File: config.mk
export PLATFORM = sky130hd
export DESIGN_NAME = prog_loader
export DESIGN_NICKNAME = d
export VERILOG_FILES = /design/src/rtl/eater_pkg.sv /design/src/rtl/pin_sync.sv /design/src/rtl/prog_loader.sv
export SDC_FILE = /design/constraint.sdc
export NUM_CORES = 1
export LEC_CHECK = 0
export CORE_MARGIN = 5
export CORE_UTILIZATION = 50
export CTS_BUF_LIST = sky130_fd_sc_hd__clkbuf_16
export DETAILED_ROUTE_END_ITERATION = 8
export PLACE_DENSITY = 0.78
export SLEW_MARGIN = 10
export SYNTH_ARGS = -nofsm -noshare
export SYNTH_HDL_FRONTEND = slang
export SYNTH_SLANG_ARGS = --single-unit
File: constraint.sdc
create_clock -name clk -period 2.4 [get_ports clk]
set_clock_uncertainty 0.2 [all_clocks]
set_input_delay 0.48 -clock clk [delete_from_list [all_inputs] [get_ports clk]]
set_output_delay 0.48 -clock clk [all_outputs]
set_load 0.05 [all_outputs]
File: src/rtl/eater_pkg.sv
// Shared types and default widths for the program loader and its helpers.
package eater_pkg;

    localparam int DATA_W_DEF      = 8;
    localparam int ADDR_W_DEF      = 4;
    localparam int SYNC_STAGES_DEF = 2;

    typedef enum logic [2:0] {
        ST_IDLE  = 3'd0,
        ST_ARMED = 3'd1,
        ST_WRITE = 3'd2,
        ST_READ  = 3'd3,
        ST_CHECK = 3'd4
    } state_e;

endpackage

File: src/rtl/pin_sync.sv
// Multi-flop synchronizer for a group of asynchronous pins.
module pin_sync #(
    parameter int WIDTH = 1,
    parameter int DEPTH = 2
) (
    input  logic             clk,
    input  logic             rst_n,
    input  logic [WIDTH-1:0] d,
    output logic [WIDTH-1:0] q
);

    logic [WIDTH-1:0] stage_r [DEPTH];

    // Shift the pin values through DEPTH flops.
    always_ff @(posedge clk or negedge rst_n) begin
        if (!rst_n) begin
            for (int i = 0; i < DEPTH; i++) begin
                stage_r[i] <= {WIDTH{1'b0}};
            end
        end else begin
            stage_r[0] <= d;
            for (int i = 1; i < DEPTH; i++) begin
                stage_r[i] <= stage_r[i-1];
            end
        end
    end

    assign q = stage_r[DEPTH-1];

endmodule

File: src/rtl/prog_loader.sv
// Pin-driven RAM programmer: halts the CPU, writes one word per strobe and verifies it by read-back.
module prog_loader
    import eater_pkg::*;
#(
    parameter int DATA_W      = DATA_W_DEF,
    parameter int ADDR_W      = ADDR_W_DEF,
    parameter int SYNC_STAGES = SYNC_STAGES_DEF
) (
    input  logic              clk,
    input  logic              rst_n,
    input  logic              prog_mode,
    input  logic [ADDR_W-1:0] addr_in,
    input  logic [DATA_W-1:0] data_in,
    input  logic              wr_strobe,
    input  logic              auto_inc,
    output logic              ram_we,
    output logic [ADDR_W-1:0] ram_addr,
    output logic [DATA_W-1:0] ram_wdata,
    input  logic [DATA_W-1:0] ram_rdata,
    output logic              cpu_halt,
    output logic              busy,
    output logic              verify_err,
    output logic              overrun,
    output logic [ADDR_W:0]   write_count
);

    logic [2:0]          ctrl_sync_s;
    logic [ADDR_W-1:0]   addr_sync_s;
    logic [DATA_W-1:0]   data_sync_s;
    logic                prog_s;
    logic                strobe_s;
    logic                auto_s;
    logic                strobe_prev_r;
    logic [SYNC_STAGES:0] settle_r;
    logic                strobe_evt_s;
    logic [ADDR_W-1:0]   pointer_r;
    state_e              state_r;

    pin_sync #(.WIDTH(3), .DEPTH(SYNC_STAGES)) u_sync_ctrl (
        .clk(clk), .rst_n(rst_n), .d({prog_mode, wr_strobe, auto_inc}), .q(ctrl_sync_s)
    );
    pin_sync #(.WIDTH(ADDR_W), .DEPTH(SYNC_STAGES)) u_sync_addr (
        .clk(clk), .rst_n(rst_n), .d(addr_in), .q(addr_sync_s)
    );
    pin_sync #(.WIDTH(DATA_W), .DEPTH(SYNC_STAGES)) u_sync_data (
        .clk(clk), .rst_n(rst_n), .d(data_in), .q(data_sync_s)
    );

    assign prog_s   = ctrl_sync_s[2];
    assign strobe_s = ctrl_sync_s[1];
    assign auto_s   = ctrl_sync_s[0];

    // Edges only count once the synchronizer and history flop hold real pin values,
    // so a strobe held high across reset release is not mistaken for a new edge.
    assign strobe_evt_s = settle_r[SYNC_STAGES] & strobe_s & ~strobe_prev_r;

    // Strobe history and post-reset settle tracking.
    always_ff @(posedge clk or negedge rst_n) begin
        if (!rst_n) begin
            strobe_prev_r <= 1'b0;
            settle_r      <= {(SYNC_STAGES+1){1'b0}};
        end else begin
            strobe_prev_r <= strobe_s;
            settle_r      <= {settle_r[SYNC_STAGES-1:0], 1'b1};
        end
    end

    // Write / read-back / verify sequencer with registered outputs.
    always_ff @(posedge clk or negedge rst_n) begin
        if (!rst_n) begin
            state_r     <= ST_IDLE;
            pointer_r   <= {ADDR_W{1'b0}};
            ram_we      <= 1'b0;
            ram_addr    <= {ADDR_W{1'b0}};
            ram_wdata   <= {DATA_W{1'b0}};
            cpu_halt    <= 1'b0;
            busy        <= 1'b0;
            verify_err  <= 1'b0;
            overrun     <= 1'b0;
            write_count <= {(ADDR_W+1){1'b0}};
        end else begin
            case (state_r)
                ST_IDLE: begin
                    if (prog_s) begin
                        state_r     <= ST_ARMED;
                        cpu_halt    <= 1'b1;
                        pointer_r   <= addr_sync_s;
                        write_count <= {(ADDR_W+1){1'b0}};
                        verify_err  <= 1'b0;
                        overrun     <= 1'b0;
                    end
                end
                ST_ARMED: begin
                    if (strobe_evt_s) begin
                        state_r   <= ST_WRITE;
                        ram_we    <= 1'b1;
                        busy      <= 1'b1;
                        ram_addr  <= auto_s ? pointer_r : addr_sync_s;
                        ram_wdata <= data_sync_s;
                    end else if (!prog_s) begin
                        state_r  <= ST_IDLE;
                        cpu_halt <= 1'b0;
                    end
                end
                ST_WRITE: begin
                    ram_we  <= 1'b0;
                    state_r <= ST_READ;
                    if (strobe_evt_s) overrun <= 1'b1;
                end
                ST_READ: begin
                    state_r <= ST_CHECK;
                    if (strobe_evt_s) overrun <= 1'b1;
                end
                ST_CHECK: begin
                    if (strobe_evt_s) overrun <= 1'b1;
                    if (ram_rdata != ram_wdata) verify_err <= 1'b1;
                    if (write_count != {(ADDR_W+1){1'b1}}) begin
                        write_count <= write_count + (ADDR_W+1)'(1);
                    end
                    if (auto_s) pointer_r <= pointer_r + ADDR_W'(1);
                    busy <= 1'b0;
                    if (prog_s) begin
                        state_r <= ST_ARMED;
                    end else begin
                        state_r  <= ST_IDLE;
                        cpu_halt <= 1'b0;
                    end
                end
                default: begin
                    state_r  <= ST_IDLE;
                    ram_we   <= 1'b0;
                    busy     <= 1'b0;
                    cpu_halt <= 1'b0;
                end
            endcase
        end
    end

endmodule

==> impl_table.tex <==
\begin{tabular}{lr}
\hline
Metric & Value \\
\hline
\multicolumn{2}{l}{\textbf{Logic synthesis}} \\
\quad Count of synthesis-stage warnings from yosys & 0 \\
\quad Top cell type's share of synthesized area & 67.45\% \\
\quad Mean instance size in the synthesized netlist & 13.36 um2 \\
\quad Number of synthesized register bits & 63 \\
\quad Sequential element share of the synthesized area & 67.45\% \\
\quad Synthesized cell area & 2337 um2 \\
\quad Netlist cell types & 36 \\
\quad Leading cell types by total area after synthesis & dfrtp\_1 (67\%), mux2\_2 (3.4\%), o21ai\_0 (3.0\%) \\
\quad Asr flop ratio synth & 100.0\% \\
\quad Top cell type by total area after synthesis & dfrtp\_1 \\
\quad Most used flip-flop cell after synthesis & dfrtp\_1 \\
\quad Cells after synthesis & 175 \\
\quad Post-synthesis net count & 203 \\
\quad Number of enable-type register cells in the synthesized netlist & 0 \\
\multicolumn{2}{l}{\textbf{Setup path}} \\
\quad Crit path max-delay family & buffers and inverters \\
\quad Data required time of the critical path & 1720 ps \\
\quad Type of origin of the critical path & flop \\
\quad Critical path endpoint category & output pin \\
\quad Crit-path max cell delay & just over 800 ps \\
\quad CP arrival & 1560 ps \\
\quad Category of the most critical setup path & reg -> out \\
\quad Count of buffer and inverter cells on the critical path & 1 \\
\quad Cell with the largest stage delay on the worst path & clkdlybuf4s50\_1 \\
\quad Highest fanout seen on the critical path & 3 \\
\quad Crit-path cells & clkdlybuf4s50\_1 \\
\multicolumn{2}{l}{\textbf{Clocking}} \\
\quad Clock-pin slew of the registers on the worst-case setup and hold paths & 60 ps \\
\quad Setup bufs post-CTS & 0 \\
\quad Number of levels in the clock H-tree & 3 \\
\quad Number of hold buffers added after cts & 1 \\
\quad Largest buffer count on any clock path & 2 \\
\quad Clock latency at the later pin of the worst-skew pair & 320 ps \\
\quad CTS Root Cell & clkbuf\_16 \\
\quad Clock tree from TritonCTS & done \\
\quad \# resized after CTS & 0 \\
\quad TritonCTS Buffers & 9 \\
\quad CTS Sinks & 63 \\
\multicolumn{2}{l}{\textbf{Pwr}} \\
\quad Leakage power & 1.411 nW \\
\quad Power per cell area & 1198 nW/um2 \\
\quad Max VDD drop & roughly 700 uV \\
\multicolumn{2}{l}{\textbf{Die}} \\
\quad Initial Util & around 53\% \\
\quad Number of cell rows & 24 \\
\quad Chip width & 78.37 um \\
\quad Floorplan Core Area & 4444 um2 \\
\quad Height of the die & 78.37 um \\
\quad Count of pins on the block boundary & 47 \\
\quad Area of the die & 6142 um2 \\
\multicolumn{2}{l}{\textbf{STA}} \\
\quad Setup repair after global routing missed its margin & false \\
\quad Max-slew violation count & 0 \\
\quad Post-route minimum period & 2238 ps \\
\quad Number of setup violations in the final report & 0 \\
\quad Slew Limit Headroom & 61.76\% \\
\quad Final worst hold slack & 145.3 ps \\
\quad Final TNS setup & 0 ps \\
\quad Period utilization & 93.25\% \\
\quad Actual slew at the worst max-slew pin & 573.6 ps \\
\quad Final Worst Setup Slack & 161.9 ps \\
\quad Final hold violation count & 0 \\
\quad Max Fclk & approximately 0.45 GHz \\
\multicolumn{2}{l}{\textbf{Route}} \\
\quad Total Routed Length & 4493 um \\
\quad Via count of the routed design & 1,532 \\
\quad Via density per instance & 5.338 \\
\quad DRT iter0 DRCs & 100 \\
\quad Remaining design rule violation count & 0 \\
\quad Detailed-route wire length per cell & $\sim$16 um \\
\quad Post-detailed-route count of antenna-violating nets & 0 \\
\quad Router iterations before antenna repair & 4 \\
\multicolumn{2}{l}{\textbf{Placement}} \\
\quad Number of input and output port buffers inserted & 46 \\
\quad Dpl hpwl & about 3000 um \\
\quad Routability cong. & 0.7614 \\
\quad Placed cells & 270 \\
\quad Pre-CTS worst setup slack & 510.1 ps \\
\multicolumn{2}{l}{\textbf{Layout}} \\
\quad Final \#Nets & 258 \\
\quad Fraction of layout instances using a drive strength above 1 & a little over an eighth \\
\quad Most frequent cells in the layout & dfrtp\_1 (63), clkdlybuf4s50\_1 (45), o21ai\_0 (14) \\
\quad Antenna Diode Count & 0 \\
\quad Area of combinational cells with multiple inputs & 714.4 um2 \\
\quad Count of placed standard cells in the final layout, fillers left out & between 200 and 300 \\
\quad Area taken by flip-flops and latches & 1577 um2 \\
\quad Filler cells & 303 \\
\quad Most common cell after layout, fill and taps aside & dfrtp\_1 \\
\quad Synth-to-Final Area Change & 36.99\% \\
\multicolumn{2}{l}{\textbf{Outcome}} \\
\quad Run status & finished, final reports clean \\
\multicolumn{2}{l}{\textbf{Worst hold path}} \\
\quad Class of the tightest hold or removal check & reg -> reg \\
\multicolumn{2}{l}{\textbf{Run}} \\
\quad Count of maximum capacitance violations & 0 \\
\multicolumn{2}{l}{\textbf{Global routing}} \\
\quad Vias in the first global route & 1,607 \\
\quad Pin count of the biggest net entering global routing & 27 \\
\quad Total global-route track usage & 16.02\% \\
\quad First-pass GRT wire length & 7541 um \\
\quad Antenna violations before repair & 0 \\
\quad Total grt overflow & 0 \\
\hline
\end{tabular}
-- cell families after synthesis --
family | after synthesis | synth area share (%)
AND/OR/NAND/NOR | 42 | 10.17
buffers and inverters | 10 | 1.981
AO/OA/AOI/OAI | 32 | 8.298
flip-flops | 63 | 67.45
multiplexers | 14 | 6.585
XOR/XNOR | 10 | 3.748
other | 1 | 0.1604
adder cells (fa/ha/maj) | 3 | 1.606
-- path summary, 6_finish.rpt --
check | slack (ps) | from | cells after the start | end
worst max-delay path | 160 | ram_wdata[6] | 1 | ram_wdata[6]
worst min-delay path | 150 | u_sync_ctrl.stage_r[5] | 0 | u_sync_ctrl.q[2]
worst max register to register | 480 | write_count[0] | 7 | write_count[0]
worst min register to register | 150 | u_sync_ctrl.stage_r[5] | 0 | u_sync_ctrl.q[2]
max in group asynchronous | 800 | rst_n | 3 | u_sync_data.q[6]
min in group asynchronous | 500 | rst_n | 2 | u_sync_data.q[7]
-- flip-flops by register name, indices dropped and copies added, names as in the netlist, 3 cells and up --
signal and cells:
u_sync_ctrl.q 3, ram_wdata 8, u_sync_addr.stage_r 4, settle_r 3, u_sync_data.q 8, state_r 3, pointer_r 4, u_sync_data.stage_r 8
write_count 5, ram_addr 4, u_sync_ctrl.stage_r 3, u_sync_addr.q 4
-- stage by stage --
step	power, mW	instance area, um2	util, %
after global placement	2.363	2845	64.02
after CTS	3.873	3202	72.04
final	3.835	3202	72.04
after floorplan	2.015	2337	-
after detailed placement	2.389	2845	64.02
after global routing	3.991	3202	72.04
-- power by group --
part / switching (mW) / internal (mW)
clock: 0.451 / 1.01
combinational: 0.603 / 0.380
sequential: 0.156 / 1.23
total: 1.21 / 2.63
-- layout make-up --
cell class / instances / area share (%)
Multi-Input combinational cell: 102 / 22.31
Clock inverter: 7 / 3.791
Inverter: 5 / 0.5862
Timing Repair Buffer: 49 / 15.01
Tap cell: 52 / 2.032
Sequential cell: 63 / 49.24
Clock buffer: 9 / 7.034
-- routing by layer --
layer	track usage, %	vias up	wire (um)
li1	-	721	-
met1	20.11	766	1943
met2	25.09	37	2274
met3	4.233	8	177
met4	9.441	0	97
met5	0	-	0
-- Yosys cell counts, types with 2 or more instances --
cell type	number
dfrtp_1	63
o21ai_0	14
nand2_1	12
nor2_1	9
a21oi_1	8
xnor2_1	8
mux2_2	7
mux2i_1	6
inv_1	5
nand3_1	5
and3_1	4
clkbuf_1	3
ha_1	3
nand4_1	3
o2111ai_1	2
o211ai_1	2
xor2_1	2
Power figures use the tool's default switching activity.
